===== src/rtl/cache_assoc_wb_param.sv =====
// N-way set-associative write-back/write-allocate cache with true-LRU replacement, one word per line.
// Optional CACHE_STATS_EN adds saturating hit/miss/write-back counters.
module cache_assoc_wb_param #(
   parameter int ADDR_W = 6,
   parameter int DATA_W = 16,
   parameter int SETS   = 2,
   parameter int WAYS   = 2
) (
   input  logic              clock,
   input  logic              reset,
   input  logic [ADDR_W-1:0] address,
   input  logic [DATA_W-1:0] write_data,
   input  logic              read,
   input  logic              write,
   output logic [DATA_W-1:0] read_data,
   output logic              ready,
   output logic              busy,
   output logic              hit,
   output logic [ADDR_W-1:0] mem_address,
   output logic [DATA_W-1:0] mem_write_data,
   output logic              mem_read,
   output logic              mem_write,
   input  logic [DATA_W-1:0] mem_read_data,
   input  logic              mem_ready
`ifdef CACHE_STATS_EN
   ,
   output logic [15:0]       hit_count,
   output logic [15:0]       miss_count,
   output logic [15:0]       wb_count
`endif
);

   localparam int SET_BITS = $clog2(SETS);
   localparam int TAG_W    = ADDR_W - SET_BITS;
   localparam int AGE_W    = (WAYS > 1) ? $clog2(WAYS) : 1;

   typedef logic [WAYS-1:0][AGE_W-1:0] ages_t;
   typedef enum logic [2:0] {
      ST_IDLE   = 3'd0,
      ST_LOOKUP = 3'd1,
      ST_WB     = 3'd2,
      ST_FILL   = 3'd3,
      ST_RESP   = 3'd4
   } state_t;

   state_t              state_r;
   logic [ADDR_W-1:0]   addr_r;
   logic [DATA_W-1:0]   wdata_r;
   logic                is_write_r;
   logic                hit_r;
   logic [AGE_W-1:0]    way_r;

   logic [WAYS-1:0]     valid_r [SETS];
   logic [WAYS-1:0]     dirty_r [SETS];
   logic [TAG_W-1:0]    tag_r   [SETS][WAYS];
   logic [DATA_W-1:0]   data_r  [SETS][WAYS];
   ages_t               age_r   [SETS];

   logic [SET_BITS-1:0] index_s;
   logic [TAG_W-1:0]    tag_s;
   logic                hit_s;
   logic [AGE_W-1:0]    hit_way_s;
   logic [AGE_W-1:0]    victim_s;
   logic                victim_dirty_s;

   // Accessed way becomes youngest; only ways younger than its old age get older.
   function automatic ages_t lru_update(input ages_t ages, input logic [AGE_W-1:0] way);
      ages_t res;
      res = ages;
      for (int i = 0; i < WAYS; i++) begin
         if (i == int'(way)) begin
            res[i] = {AGE_W{1'b0}};
         end else if (ages[i] < ages[way]) begin
            res[i] = ages[i] + 1'b1;
         end else begin
            res[i] = ages[i];
         end
      end
      return res;
   endfunction

   assign index_s = addr_r[SET_BITS-1:0];
   assign tag_s   = addr_r[ADDR_W-1:SET_BITS];

   // Tag match across the set and victim choice (lowest invalid way beats the oldest way).
   always_comb begin
      hit_s     = 1'b0;
      hit_way_s = {AGE_W{1'b0}};
      victim_s  = {AGE_W{1'b0}};
      for (int w = 0; w < WAYS; w++) begin
         victim_s = (age_r[index_s][w] == AGE_W'(WAYS - 1)) ? AGE_W'(w) : victim_s;
      end
      for (int w = WAYS - 1; w >= 0; w--) begin
         hit_s     = (valid_r[index_s][w] && tag_r[index_s][w] == tag_s) ? 1'b1 : hit_s;
         hit_way_s = (valid_r[index_s][w] && tag_r[index_s][w] == tag_s) ? AGE_W'(w) : hit_way_s;
         victim_s  = (!valid_r[index_s][w]) ? AGE_W'(w) : victim_s;
      end
      victim_dirty_s = valid_r[index_s][victim_s] & dirty_r[index_s][victim_s];
   end

   // Request FSM, tag/data/LRU state and all registered outputs.
   always_ff @(posedge clock) begin
      if (reset) begin
         state_r        <= ST_IDLE;
         addr_r         <= {ADDR_W{1'b0}};
         wdata_r        <= {DATA_W{1'b0}};
         is_write_r     <= 1'b0;
         hit_r          <= 1'b0;
         way_r          <= {AGE_W{1'b0}};
         read_data      <= {DATA_W{1'b0}};
         ready          <= 1'b0;
         busy           <= 1'b0;
         hit            <= 1'b0;
         mem_address    <= {ADDR_W{1'b0}};
         mem_write_data <= {DATA_W{1'b0}};
         mem_read       <= 1'b0;
         mem_write      <= 1'b0;
         for (int s = 0; s < SETS; s++) begin
            valid_r[s] <= {WAYS{1'b0}};
            dirty_r[s] <= {WAYS{1'b0}};
            for (int w = 0; w < WAYS; w++) begin
               age_r[s][w] <= AGE_W'(w);
            end
         end
      end else begin
         ready <= 1'b0;
         case (state_r)
            ST_IDLE: begin
               if ((read || write) && !busy) begin
                  addr_r     <= address;
                  wdata_r    <= write_data;
                  is_write_r <= write;
                  busy       <= 1'b1;
                  state_r    <= ST_LOOKUP;
               end else begin
                  busy <= 1'b0;
               end
            end
            ST_LOOKUP: begin
               if (hit_s) begin
                  hit_r          <= 1'b1;
                  way_r          <= hit_way_s;
                  age_r[index_s] <= lru_update(age_r[index_s], hit_way_s);
                  if (is_write_r) begin
                     data_r[index_s][hit_way_s]  <= wdata_r;
                     dirty_r[index_s][hit_way_s] <= 1'b1;
                  end
                  state_r <= ST_RESP;
               end else begin
                  hit_r <= 1'b0;
                  way_r <= victim_s;
                  if (victim_dirty_s) begin
                     mem_write      <= 1'b1;
                     mem_address    <= {tag_r[index_s][victim_s], index_s};
                     mem_write_data <= data_r[index_s][victim_s];
                     state_r        <= ST_WB;
                  end else begin
                     mem_read    <= 1'b1;
                     mem_address <= addr_r;
                     state_r     <= ST_FILL;
                  end
               end
            end
            ST_WB: begin
               if (mem_ready) begin
                  mem_write   <= 1'b0;
                  mem_read    <= 1'b1;
                  mem_address <= addr_r;
                  state_r     <= ST_FILL;
               end
            end
            ST_FILL: begin
               if (mem_ready) begin
                  mem_read                <= 1'b0;
                  tag_r[index_s][way_r]   <= tag_s;
                  valid_r[index_s][way_r] <= 1'b1;
                  data_r[index_s][way_r]  <= is_write_r ? wdata_r : mem_read_data;
                  dirty_r[index_s][way_r] <= is_write_r;
                  age_r[index_s]          <= lru_update(age_r[index_s], way_r);
                  state_r                 <= ST_RESP;
               end
            end
            ST_RESP: begin
               ready     <= 1'b1;
               hit       <= hit_r;
               read_data <= data_r[index_s][way_r];
               state_r   <= ST_IDLE;
            end
            default: state_r <= ST_IDLE;
         endcase
      end
   end

`ifdef CACHE_STATS_EN
   // Saturating event counters: responses by outcome, and completed write-backs.
   always_ff @(posedge clock) begin
      if (reset) begin
         hit_count  <= 16'd0;
         miss_count <= 16'd0;
         wb_count   <= 16'd0;
      end else begin
         if (state_r == ST_RESP && hit_r && hit_count != 16'hFFFF) begin
            hit_count <= hit_count + 16'd1;
         end
         if (state_r == ST_RESP && !hit_r && miss_count != 16'hFFFF) begin
            miss_count <= miss_count + 16'd1;
         end
         if (state_r == ST_WB && mem_ready && wb_count != 16'hFFFF) begin
            wb_count <= wb_count + 16'd1;
         end
      end
   end
`endif

endmodule

===== config.mk =====
export PLATFORM = sky130hd
export DESIGN_NAME = cache_assoc_wb_param
export DESIGN_NICKNAME = d
export VERILOG_FILES = /design/src/rtl/cache_assoc_wb_param.sv
export SDC_FILE = /design/constraint.sdc
export NUM_CORES = 1
export LEC_CHECK = 0
export ABC_AREA = 0
export BUFFER_PORTS_ARGS = -buffer_cell sky130_fd_sc_hd__buf_2
export CAP_MARGIN = 0
export CORE_MARGIN = 2
export CORE_UTILIZATION = 60
export DETAILED_ROUTE_END_ITERATION = 7
export PLACE_DENSITY = 0.89
export SYNTH_ARGS = -nofsm -noshare
export SYNTH_HDL_FRONTEND = slang
export SYNTH_SLANG_ARGS = --single-unit

===== constraint.sdc =====
create_clock -name clock -period 4 [get_ports clock]
set_input_delay 0.4 -clock clock [delete_from_list [all_inputs] [get_ports clock]]
set_output_delay 0.4 -clock clock [all_outputs]
set_load 0.03 [all_outputs]

* Word-level counts from Yosys, hierarchy flattened
Memories as Yosys holds them, arrays and structs flattened. A register that Yosys moved wholly into a read port is not among the register bits.
Cells that the tools add are included.
** Cells by class
- $add $sub $neg :: 2
- Multiply operators :: 0
- Divide/modulo/power cells :: 0
- Magnitude comparators :: 14
- Equality and inequality tests :: 12
- Shifts and indexed selects :: 0
- Mux-type cells :: 148
- Bitwise operators :: 40
- Reduce and logical (&&, ||, !) cells :: 21
** Operator list (count)
- 16-bit two-way mux :: 9
- 1-bit two-way mux :: 108
- 32-bit two-way mux :: 2
- 1-bit bitwise OR :: 35
- 16-bit demux with 1-bit select :: 2
- 5-bit two-way mux :: 4
- 6-bit two-way mux :: 3
- 2-bit two-way mux :: 8
- 3-bit two-way mux :: 4
- 2-bit inequality test (second input constant) :: 6
- 3-bit one-hot mux with 4 select lines :: 1
- 6-bit one-hot mux with 2 select lines :: 1
- 5-bit equality test :: 2
- 10-bit two-way mux :: 1
- 3-bit AND reduction :: 3
- 1-bit logical AND :: 7
- 3-bit by 2-bit equality test with 1-bit output (second input constant) :: 2
- 2-bit greater-or-equal comparator (second input constant) :: 3
- 1-bit by 2-bit less-than comparator with 1-bit output (second input constant) :: 3
- 1-bit NOT with 2-bit output :: 3
- 2-bit OR reduction :: 3
- 5-bit demux with 1-bit select :: 1
- 5-bit AND reduction :: 1
- 1-bit less-than comparator :: 4
- 17 further kinds :: 21
** Storage, ports and cells
- Bits in registers :: 71
- Bits in latches :: 0
- Memory bits (writable) :: 96
- Bits in read-only memories :: 0
- Bits of input ports :: 43
- Output and inout bits :: 43
- Word-level logic and storage cells :: 256
- Memories :: 5
** Memory list
- data_r :: depth 2, width 32, rd ports 1, clocked after Yosys merged registers in 1, write ports 1, line 56 : logic [DATA_W-1:0] data_r [SETS][WAYS];
- tag_r :: depth 2, width 10, rd ports 1, clocked after Yosys merged registers in 1, write ports 1, line 55 : logic [TAG_W-1:0] tag_r [SETS][WAYS];
- age_r :: depth 2, width 2, rd ports 1, clocked after Yosys merged registers in 1, write ports 2, line 57 : ages_t age_r [SETS];
- dirty_r :: depth 2, width 2, rd ports 1, clocked after Yosys merged registers in 1, write ports 2, line 54 : logic [WAYS-1:0] dirty_r [SETS];
- valid_r :: depth 2, width 2, rd ports 1, clocked after Yosys merged registers in 1, write ports 2, line 53 : logic [WAYS-1:0] valid_r [SETS];

* Logic depth before layout (Yosys ltp)
Gate-level depths: netlist of run 1.
- Word-level depth :: 14
- Mapped depth :: 11
- Gate-level depth less buffers :: 7

* Least setup slack after synthesis of run 1
Ideal clock, no wire load.
- Path kind :: reg2reg
- Start :: reg (tool-made name)
- End :: mem data_r[0][0] (netlist bit), enable pin
- Library setup time :: 0.388 ns
- Arrival time :: 2.377 ns
- Required time :: 3.612 ns
- Setup slack :: 1.235 ns
- Stages on the path, launching flop included :: 10
- Path buffers :: 2
- Clock period less this slack :: 2.765 ns
- Cells stage by stage :: dfxtp_1 -> buf_6 -> mux2i_1 -> xnor2_1 -> nor4_1 -> and3_1 -> clkbuf_1 -> nand3_1 -> o21a_1 -> nor2_1
** RTL lines (line)
- to (decl) :: 56

==> results of run 1 <==
## registers in the layout (all words and copies together), names as in the netlist, named ones only
name,flops
tag_r,20
addr_r,6
mem_address,6
read_data,16
is_write_r,1
data_r,64
valid_r,4
mem_read,1
hit_r,1
mem_write,1
hit,1
busy,1
state_r,3
age_r,4
dirty_r,4
wdata_r,16
mem_write_data,16
ready,1
way_r,1
## power by group through the flow
stage | clock network [mW] | logic [mW] | registers (mW)
floorplan | 0 | 0.550 | 2.12
global placement | 0 | 0.728 | 2.11
detailed placement | 0 | 0.759 | 2.12
CTS | 1.54 | 0.773 | 2.09
global route | 1.62 | 0.844 | 2.11
finish | 1.53 | 0.780 | 2.09
## how the worst max path moves through the flow
stage                   start                      end  depth (start not counted)
global route        flip-flop  data_r[0][15]$_DFFE_PP_                          8
floorplan           flip-flop   data_r[0][0]$_DFFE_PP_                          9
finish              flip-flop   data_r[0][9]$_DFFE_PP_                          8
detailed placement  flip-flop   data_r[0][7]$_DFFE_PP_                          8
CTS                 flip-flop   data_r[0][9]$_DFFE_PP_                          8
global placement    flip-flop   data_r[1][6]$_DFFE_PP_                          8
## worst max-delay path: stages (launching register included)
cell	delay, ns
dfxtp_2	0.74
mux2i_1	0.28
xnor2_1	0.09
nor4_1	0.38
and3_1	0.35
nand3_1	0.18
o21a_1	0.24
nor2_1	0.10
buf_4	0.28
## cell families after synthesis
logic type | count (synthesis) | share of synthesized area
buffers and inverters | 54 | 0.0358
XOR/XNOR | 8 | 0.00960
AND/OR/NAND/NOR | 187 | 0.109
flip-flops | 168 | 0.587
multiplexers | 84 | 0.132
AO/OA/AOI/OAI | 137 | 0.127
## placed cells by master, fill, tap and decap left out, types with 2 or more instances in the layout
cell | synthesis | final
edfxtp_1 | 92 | 92
buf_2 | 4 | 85
nor2_1 | 79 | 79
nand2_1 | 77 | 77
dfxtp_1 | 76 | 75
a21oi_1 | 54 | 53
mux2_2 | 48 | 48
mux2i_1 | 31 | 31
a211oi_1 | 22 | 22
clkbuf_16 | 0 | 17
a211o_1 | 16 | 16
a21oi_2 | 13 | 14
buf_4 | 2 | 13
inv_1 | 9 | 9
xnor2_1 | 6 | 6
nand3_1 | 5 | 5
a21o_1 | 5 | 5
mux4_2 | 5 | 5
nor2b_1 | 4 | 4
o211ai_1 | 4 | 4
o21ai_0 | 4 | 4
nand2b_1 | 4 | 4
o22ai_1 | 4 | 4
nand3b_1 | 3 | 3
nor3_1 | 3 | 3
o21bai_1 | 3 | 3
o31ai_1 | 3 | 3
and2_1 | 3 | 3
clkinv_2 | 0 | 3
clkinvlp_4 | 0 | 3
xor2_1 | 2 | 2
o32ai_1 | 2 | 2
clkinv_1 | 0 | 2
inv_6 | 0 | 2
## routing by layer
metal,share of wire,GRT usage
met1,0.41,0.376
met3,0.084,0.0762
met5,0,0
met2,0.48,0.442
met4,0.023,0.0984
## final cells by class
class	instances	area [um^2]	area share
Timing Repair Buffer	98	523	0.0628
Tap cell	147	184	0.0221
Sequential cell	168	4290	0.514
Clock buffer	19	443	0.0531
Multi-Input combinational cell	416	2760	0.332
Clock inverter	12	101	0.0122
Inverter	9	33.8	0.00405
==> summary.log, run 1 <==
[yosys] post-synth top area share 0.378
[die] Die W 114 um
[layout] ratio of cells with drive above 1 in the final layout 0.276
[timing] Post-Route Hold Slack 0.199 ns
[global_routing] pin count of the biggest net entering global routing 52
[yosys] part of the Yosys area used for sequential elements 0.587
[clocking] Clk Latency, worst-skew pair 0.44 ns
[global_routing] global-route wire length before repair 27.3 mm
[layout] NumNets Final 753
[route] DRT Pass-1 Iters 7
[yosys] EDFF count, synth 92
[timing] final worst clock skew 0.0121 ns
[clocking] TritonCTS clock tree done
[min_path] Worst Hold Launch write_data[4]
[min_path] hold path depth 3
[min_path] Worst Hold Path EP wdata_r[4]$_SDFFE_PP0P_
[pwr] combinational share of power 0.177
[die] FP Rows 40
[yosys] Primary FF master, synth edfxtp_1
[clocking] number of buffers added by the clock tree synthesis step 17
[pwr] Clk pwr share 0.348
[die] starting density of the core 0.610
[route] via/cell ratio 6.19
[timing] max-slew headroom at the worst pin 0.322
[yosys] synthesized netlist net count 681
[worst_setup_path] largest driver fanout on the critical path 28
[timing] number of endpoints with negative hold slack in the final report 0
[worst_setup_path] worst endpoint required time 4.12 ns
[route] total DRC errors in the routed layout 0
[yosys] Post-Synthesis Mean Instance Area 11.4 um^2
[yosys] leading cell type by number of instances after synthesis edfxtp_1
[clocking] Clock Tree Root clkbuf_16
[route] overall via count from detail_route 5381
[route] starting DRC count in detailed routing 665
[placed_design] half-perimeter wire length after placement 11.3 mm
[yosys] number of distinct library cell variants in the gate-level netlist after synthesis 47
[die] standard cell core area 12000 um^2
[yosys] leading post-synthesis cells by cell area edfxtp_1 38%, dfxtp_1 21%, mux2_2 7.4%, mux2i_1 4.3%, nor2_1 4.1%
[timing] Final setup violation count 0
[worst_setup_path] capture point of the worst reg-to-reg path data_r[0][9]$_DFFE_PP_
[pwr] proportion of total power due to net switching 0.291
[global_routing] total global routing track utilization 0.280
[clocking] sinks on the clock net 168
[layout] fill cell count 800
[yosys] post-synthesis sequential element count 168
[placed_design] number of instances in the placed design 838
[min_path] worst min path class in2reg
[placed_design] weighted congestion at the end of routability-driven global placement 0.880
[timing] RSZ-0062 raised after global routing false
[clocking] number of H-tree levels 4
[yosys] Mapped Cells 638
[clocking] postcts setup bufs 0
[clocking] clock buffer depth 2
[yosys] number of warning messages in the yosys log 0
[layout] Cell Count, Final, Fillers Out 869
[die] I/O pin cnt 86
[clocking] CTS hold repair buffers 0
[yosys] fraction of registers with async set or reset after synthesis 0
[pwr] cell internal power dissipation 3.12 mW
[pwr] post-layout power 4.41 mW
[pwr] net switching power figure 1.28 mW
[global_routing] initial antenna violation count 0
[layout] final design area excluding fillers 8330 um^2
[pwr] power density of the placed cells 529 nW/um^2
[timing] setup_tns 0 ns
[die] overall die area 13100 um^2
[layout] end-of-flow core utilization 0.697
[die] Die Y 114 um
[pwr] sequential share of power 0.475
[timing] final worst path period need 2.98 ns
[layout] count of antenna diodes in the layout 0
[yosys] top post-synthesis cells by count 92 x edfxtp_1, 79 x nor2_1, 77 x nand2_1
[timing] max-slew violation total from the final report 0
[pwr] reported leakage power 3.06 nW
[placed_design] Placement Cell Area 7790 um^2
[worst_setup_path] Reg2Reg Depth 8
[route] remaining antenna violation count after routing 0
[status] run status finished clean
[route] average detailed-routed wire length per instance 20.2 um
[worst_setup_path] data arrival time of the worst path 3.10 ns
[global_routing] overflow left after global routing 0
[worst_setup_path] kind of capture point of the worst setup path flip-flop
[clocking] clock-pin slew on the worst setup and hold paths 0.06 ns
[route] total wirelength of the detailed-routed design 17.5 mm
[pwr] Max rail drop VDD 0.000451 V
[flow_run] MaxCap Viol Count 0
[worst_setup_path] startpoint class of the critical path flip-flop
[timing] slew at the pin closest to its max-slew limit 1.02 ns
[timing] crit share post-route 0.745
[worst_setup_path] critical path start-end classification reg2reg
[timing] Final Worst Setup Slack 1.02 ns
[global_routing] vias in the first global route 5164
[worst_setup_path] setup slack of the worst register-to-register path 1.02 ns
[yosys] biggest area consumer among synthesized cells edfxtp_1
[clocking] Post-CTS Resized 0
[layout] Area growth syn-to-layout 14.2%
[yosys] summed instance area of the synthesized netlist 7300 um^2
[timing] Peak Freq 335 MHz
[placed_design] setup slack at placement 1.09 ns
[placed_design] number of input and output port buffers inserted 85
No activity file was read; power rests on OpenSTA's default activity.
==> run 2, diff against run 1 <==
--- a/config.mk
+++ b/config.mk
@@ -5,13 +5,13 @@
 export SDC_FILE = /design/constraint.sdc
 export NUM_CORES = 1
 export LEC_CHECK = 0
-export ABC_AREA = 0
+export ABC_AREA = 1
 export BUFFER_PORTS_ARGS = -buffer_cell sky130_fd_sc_hd__buf_2
 export CAP_MARGIN = 0
 export CORE_MARGIN = 2
-export CORE_UTILIZATION = 60
+export CORE_UTILIZATION = 53
 export DETAILED_ROUTE_END_ITERATION = 7
-export PLACE_DENSITY = 0.89
+export PLACE_DENSITY = 0.83
 export SYNTH_ARGS = -nofsm -noshare
 export SYNTH_HDL_FRONTEND = slang
 export SYNTH_SLANG_ARGS = --single-unit
==> constraint.sdc (replaced) <==
create_clock -name clock -period 2.6 [get_ports clock]
set_input_delay 0.26 -clock clock [delete_from_list [all_inputs] [get_ports clock]]
set_output_delay 0.26 -clock clock [all_outputs]
set_load 0.03 [all_outputs]
==> summary.log, run 2 <==
[status] run status finished clean
[yosys] fraction of registers with async set or reset after synthesis 0
[clocking] sinks on the clock net 168
[timing] crit share post-route 0.902
[route] average detailed-routed wire length per instance 15.0 um
[timing] Final setup violation count 0
[layout] fill cell count 1142
[timing] Post-Route Hold Slack 0.110 ns
[worst_setup_path] crit path cell chain inv_4, nand2_1, nand2_1, nand2_1, nand2_1, nor2_1, nand3_2, nand2_2, nand4_1, o21bai_1, nand2_1, inv_1, buf_4
[layout] top library cells by usage in the layout, fill and taps aside 197 x nand2_1, 114 x o21ai_0, 98 x nor2_1
[layout] NumNets Final 975
[timing] final worst path period need 2.35 ns
[yosys] Post-Synthesis Mean Instance Area 8.77 um^2
[pwr] cell internal power dissipation 5.55 mW
[layout] ratio of cells with drive above 1 in the final layout 0.167
[timing] final worst clock skew 0.0108 ns
[yosys] leading cell type by number of instances after synthesis nand2_1
[pwr] post-layout power 8.56 mW
[global_routing] initial antenna violation count 0
[worst_setup_path] worst endpoint required time 2.72 ns
[clocking] number of buffers added by the clock tree synthesis step 17
[route] remaining antenna violation count after routing 0
[die] starting density of the core 0.541
[yosys] leading post-synthesis cells by cell area edfxtp_1 37%, dfxtp_1 20%, nand2_1 9.9%, o21ai_0 7.6%, nor2_1 4.9%
[flow_run] MaxCap Viol Count 0
[worst_setup_path] startpoint class of the critical path flip-flop
[worst_setup_path] worst stage delay on the critical path 0.46 ns
[clocking] clock buffer depth 2
[worst_setup_path] library cell appearing most often on the critical path nand2_1
[timing] slew at the pin closest to its max-slew limit 0.552 ns
[yosys] post-synthesis sequential element count 168
[pwr] sequential share of power 0.405
[global_routing] vias in the first global route 5374
[pwr] net switching power figure 3.01 mW
[clocking] Clock Tree Root clkbuf_16
[route] overall via count from detail_route 5956
[pwr] Clk pwr share 0.313
[min_path] worst min path class in2reg
[yosys] part of the Yosys area used for sequential elements 0.571
[yosys] top post-synthesis cells by count 197 x nand2_1, 114 x o21ai_0, 98 x nor2_1
[yosys] summed instance area of the synthesized netlist 7510 um^2
[die] Die Y 123 um
[yosys] Mapped Cells 856
[timing] number of endpoints with negative hold slack in the final report 0
[worst_setup_path] critical path start-end classification reg2reg
[placed_design] half-perimeter wire length after placement 11.8 mm
[clocking] Clk Latency, worst-skew pair 0.43 ns
[clocking] TritonCTS clock tree done
[yosys] post-synth top area share 0.368
[yosys] Primary FF master, synth edfxtp_1
[pwr] reported leakage power 3.83 nW
[worst_setup_path] data arrival time of the worst path 2.47 ns
[timing] setup_tns 0 ns
[pwr] Max rail drop VDD 0.000558 V
[clocking] number of H-tree levels 4
[worst_setup_path] kind of capture point of the worst setup path flip-flop
[route] starting DRC count in detailed routing 640
[pwr] proportion of total power due to net switching 0.352
[yosys] number of warning messages in the yosys log 0
[yosys] EDFF count, synth 92
[global_routing] global-route wire length before repair 27.1 mm
[layout] Area growth syn-to-layout 16.2%
[yosys] biggest area consumer among synthesized cells edfxtp_1
[clocking] clock-pin slew on the worst setup and hold paths 0.07 ns
[worst_setup_path] cell with the largest stage delay on the worst path dfxtp_4
[global_routing] overflow left after global routing 0
[yosys] number of distinct library cell variants in the gate-level netlist after synthesis 36
[layout] register with the most flip-flops data_r
[die] Die W 123 um
[timing] RSZ-0062 raised after global routing false
[timing] max-slew headroom at the worst pin 0.630
[pwr] power density of the placed cells 981 nW/um^2
[global_routing] total global routing track utilization 0.235
[layout] registers with the most flip-flops data_r x64, tag_r x20
[timing] Peak Freq 426 MHz
[route] total DRC errors in the routed layout 0
[worst_setup_path] largest driver fanout on the critical path 19
[layout] most frequent standard cell in the layout excluding fill and tap cells nand2_1
[die] I/O pin cnt 86
[route] via/cell ratio 5.29
[yosys] synthesized netlist net count 899
[layout] count of antenna diodes in the layout 0
[die] overall die area 15100 um^2
[layout] flip-flop count of the largest register after layout 64
[pwr] combinational share of power 0.282
[timing] max-slew violation total from the final report 0
[die] standard cell core area 13900 um^2
[global_routing] pin count of the biggest net entering global routing 49
[placed_design] weighted congestion at the end of routability-driven global placement 0.895
[die] FP Rows 43
[route] DRT Pass-1 Iters 6
[placed_design] number of input and output port buffers inserted 85
[route] total wirelength of the detailed-routed design 16.9 mm
[run 2: changes by cell type in the layout (fill, tap and decap cells not counted), moves of 8 or more]
cell      before  now
mux2i_1       31   16
o21ai_0        4  114
inv_1          9   76
a211oi_1      22    2
a21oi_1       53   61
a211o_1       16    0
mux2_2        48    0
a21oi_2       14    0
nand2_1       77  197
nand2_2        0    8
nand3_1        5   17
nor2_1        79   98
[run 2: kinds of logic (layout without fill, tap and decap cells)]
kind of cell,after synthesis,after routing,synth area share
buffers and inverters,127,216,0.0713
flip-flops,168,168,0.571
AND/OR/NAND/NOR,339,339,0.186
AO/OA/AOI/OAI,206,206,0.150
multiplexers,16,16,0.0213
[run 2: metrics by stage]
step | worst slack [ns] | instance area (um^2) | std cells | utilization
final | 0.254 | 8720 | 1125 | 0.629
after floorplan | 0.0855 | 7510 | 856 | -
after CTS | 0.144 | 8720 | 1125 | 0.628
after detailed placement | 0.195 | 8090 | 1093 | 0.583
after global routing | 0.00499 | 8720 | 1125 | 0.629
after global placement | 0.290 | 8090 | 1093 | 0.583
[run 2: layer usage]
| layer | global-route usage | vias up | wire length, um |
|---|---|---|---|
| met1 | 0.359 | 2621 | 7930 |
| li1 | - | 3009 | - |
| met5 | 0 | - | 0 |
| met4 | 0.0639 | 0 | 268 |
| met2 | 0.317 | 299 | 6900 |
| met3 | 0.0798 | 27 | 1790 |
[run 2: repair_timing]
action,CTS,global route
gates resized for setup,0,1
hold buffers,0,0
hold endpoints to repair,0,0
setup buffers,0,0
endpoints found under the setup margin,0,33
[run 2: final timing paths]
check	to	from	slack [ns]	cells past startpoint
max	data_r[0][5]$_DFFE_PP_	flip-flop	0.25	13
min	wdata_r[13]$_SDFFE_PP0P_	write_data[13]	0.11	3
max reg2reg	data_r[0][5]$_DFFE_PP_	flip-flop	0.25	13
min reg2reg	mem_read$_SDFFE_PP0P_	mem_read$_SDFFE_PP0P_	0.45	2
[run 2: layout make-up]
| type | count | area (um^2) | area share |
|---|---|---|---|
| Timing Repair Buffer | 102 | 578 | 0.0663 |
| Tap cell | 180 | 225 | 0.0258 |
| Multi-Input combinational cell | 561 | 2690 | 0.308 |
| Inverter | 82 | 313 | 0.0359 |
| Clock inverter | 14 | 183 | 0.0209 |
| Clock buffer | 18 | 450 | 0.0516 |
| Sequential cell | 168 | 4290 | 0.491 |
[run 2: worst max-delay path, delay by kind of cell, from the launching register on]
kind	cells	cell delay, ns
simple gates	9	0.92
flops	1	0.46
buf+inv	3	0.42
compound gates	1	0.21
[run 2: power by group through the flow]
stage	Sequential [mW]	Clock [mW]	Combinational, mW
finish	3.46	2.68	2.42
global route	3.51	2.81	2.71
CTS	3.46	2.70	2.38
detailed placement	3.51	0	2.35
global placement	3.50	0	2.29
floorplan	3.49	0	1.76
==> run 3, diff against run 2 <==
--- a/config.mk
+++ b/config.mk
@@ -9,9 +9,9 @@
 export BUFFER_PORTS_ARGS = -buffer_cell sky130_fd_sc_hd__buf_2
 export CAP_MARGIN = 0
 export CORE_MARGIN = 2
-export CORE_UTILIZATION = 53
+export CORE_UTILIZATION = 49
 export DETAILED_ROUTE_END_ITERATION = 7
-export PLACE_DENSITY = 0.83
+export PLACE_DENSITY = 0.78
 export SYNTH_ARGS = -nofsm -noshare
 export SYNTH_HDL_FRONTEND = slang
 export SYNTH_SLANG_ARGS = --single-unit
==> summary.log, run 3 (synthesized netlist as in run 2, its figures left out) <==
[clocking] Clock Tree Root clkbuf_16
[die] standard cell core area 15100 um^2
[placed_design] number of input and output port buffers inserted 85
[layout] register with the most flip-flops data_r
[layout] registers with the most flip-flops data_r x64, tag_r x20
[timing] final worst clock skew 0.0121 ns
[die] I/O pin cnt 86
[pwr] Max rail drop VDD 0.000600 V
[global_routing] pin count of the biggest net entering global routing 76
[global_routing] vias in the first global route 5400
[worst_setup_path] setup slack of the worst register-to-register path 0.18 ns
[worst_setup_path] Reg2Reg Depth 13
[timing] setup_tns 0 ns
[clocking] sinks on the clock net 168
[layout] top library cells by usage in the layout, fill and taps aside 197 x nand2_1, 114 x o21ai_0, 98 x nor2_1
[timing] max-slew violation total from the final report 0
[timing] RSZ-0062 raised after global routing false
[placed_design] half-perimeter wire length after placement 11.7 mm
[timing] Final setup violation count 0
[layout] final design area excluding fillers 8710 um^2
[pwr] Clk pwr share 0.294
[timing] crit share post-route 0.932
[layout] flip-flop count of the largest register after layout 64
[timing] slew at the pin closest to its max-slew limit 0.687 ns
[worst_setup_path] capture point of the worst reg-to-reg path data_r[0][0]$_DFFE_PP_
[min_path] Worst Hold Launch write_data[8]
[clocking] clock-pin slew on the worst setup and hold paths 0.06 ns
[pwr] power density of the placed cells 954 nW/um^2
[timing] final worst path period need 2.42 ns
[global_routing] initial antenna violation count 0
[worst_setup_path] capturing element of the worst setup path data_r[0][0]$_DFFE_PP_
[die] Die W 128 um
[route] average detailed-routed wire length per instance 14.8 um
[route] overall via count from detail_route 5954
[route] via/cell ratio 5.25
[worst_setup_path] critical path start-end classification reg2reg
[pwr] proportion of total power due to net switching 0.354
[route] starting DRC count in detailed routing 598
[clocking] Clk Latency, worst-skew pair 0.43 ns
[worst_setup_path] worst endpoint required time 2.74 ns
[global_routing] overflow left after global routing 0
[clocking] postcts setup bufs 0
[worst_setup_path] largest driver fanout on the critical path 19
[global_routing] global-route wire length before repair 27.2 mm
[route] remaining antenna violation count after routing 0
[worst_setup_path] data arrival time of the worst path 2.56 ns
[layout] Area growth syn-to-layout 16.0%
[clocking] number of H-tree levels 4
[placed_design] weighted congestion at the end of routability-driven global placement 0.877
[route] DRT Pass-1 Iters 5
[die] overall die area 16300 um^2
[pwr] net switching power figure 2.94 mW
[route] total DRC errors in the routed layout 0
[clocking] number of buffers added by the clock tree synthesis step 17
[clocking] TritonCTS clock tree done
[die] Die Y 128 um
[clocking] clock buffer depth 2
[timing] number of endpoints with negative hold slack in the final report 0
[min_path] worst min path class in2reg
[pwr] reported leakage power 3.81 nW
[timing] Peak Freq 413 MHz
[placed_design] Placement Cell Area 8130 um^2
[flow_run] MaxCap Viol Count 0
[pwr] cell internal power dissipation 5.37 mW
[worst_setup_path] startpoint class of the critical path flip-flop
[layout] NumNets Final 976
[global_routing] total global routing track utilization 0.213
[layout] ratio of cells with drive above 1 in the final layout 0.165
[pwr] sequential share of power 0.414
[timing] max-slew headroom at the worst pin 0.542
[pwr] combinational share of power 0.292
[pwr] post-layout power 8.31 mW
[layout] count of antenna diodes in the layout 0
[die] starting density of the core 0.498
[layout] most frequent standard cell in the layout excluding fill and tap cells nand2_1
[worst_setup_path] kind of capture point of the worst setup path flip-flop
[die] FP Rows 45
[route] total wirelength of the detailed-routed design 16.8 mm
[layout] end-of-flow core utilization 0.577
[status] run status finished clean
-- run 3: worst min path at each step --
stage	endpoint	slack [ns]	depth (start not counted)
after floorplan	is_write_r$_SDFFE_PP0P_	0.39	2
after global placement	mem_read$_SDFFE_PP0P_	0.43	2
after detailed placement	mem_read$_SDFFE_PP0P_	0.44	2
after CTS	wdata_r[8]$_SDFFE_PP0P_	0.1	3
after global routing	addr_r[4]$_SDFFE_PP0P_	0.13	3
final	wdata_r[8]$_SDFFE_PP0P_	0.10	3
-- run 3: critical path, cell delays in order (launching register included) --
cell      delay [ns]
dfxtp_2         0.54
inv_4           0.15
nand2_1         0.11
nand2_1         0.07
nand2_1         0.06
nand2_1         0.04
nor2_1          0.15
nand3_2         0.18
nand2_2         0.17
nand4_1         0.09
o21bai_1        0.18
nand2_1         0.11
inv_1           0.12
buf_12          0.16
-- run 3: routing by layer --
metal	routed length [um]	GRT usage	up-vias
met1	8250	0.323	2671
li1	-	-	3015
met2	6920	0.291	242
met3	1370	0.0534	26
met4	291	0.0821	0
met5	0	0	-
-- run 3: per-stage QoR --
stage / hold WS, ns / std cells / worst slack, ns
6_report: 0.102 / 1134 / 0.176
5_1_grt: 0.126 / 1134 / 0.00914
4_1_cts: 0.0996 / 1134 / 0.216
3_5_place_dp: 0.440 / 1102 / 0.220
3_3_place_gp: 0.435 / 1102 / 0.278
2_1_floorplan: 0.395 / 856 / 0.0855
-- run 3: what timing repair did --
action / 4_1_cts / 5_1_grt
setup endpoints to repair: 0 / 22
gates resized for setup: 0 / 1
hold buffers: 0 / 0
hold endpoints to repair: 0 / 0
-- run 3: cell type report --
| cell class | count | area [um^2] |
|---|---|---|
| Fill cell | 1280 | 6380 |
| Multi-Input combinational cell | 561 | 2690 |
| Clock buffer | 17 | 425 |
| Sequential cell | 168 | 4290 |
| Inverter | 82 | 313 |
| Clock inverter | 15 | 149 |
| Timing Repair Buffer | 103 | 614 |
| Tap cell | 188 | 235 |
-- run 3: power groups by stage --
| stage | sequential [mW] | clock (mW) | combinational [mW] |
|---|---|---|---|
| global placement | 3.48 | 0 | 2.32 |
| finish | 3.44 | 2.44 | 2.43 |
| CTS | 3.44 | 2.46 | 2.40 |
| detailed placement | 3.49 | 0 | 2.37 |
| global route | 3.48 | 2.58 | 2.74 |
| floorplan | 3.49 | 0 | 1.76 |
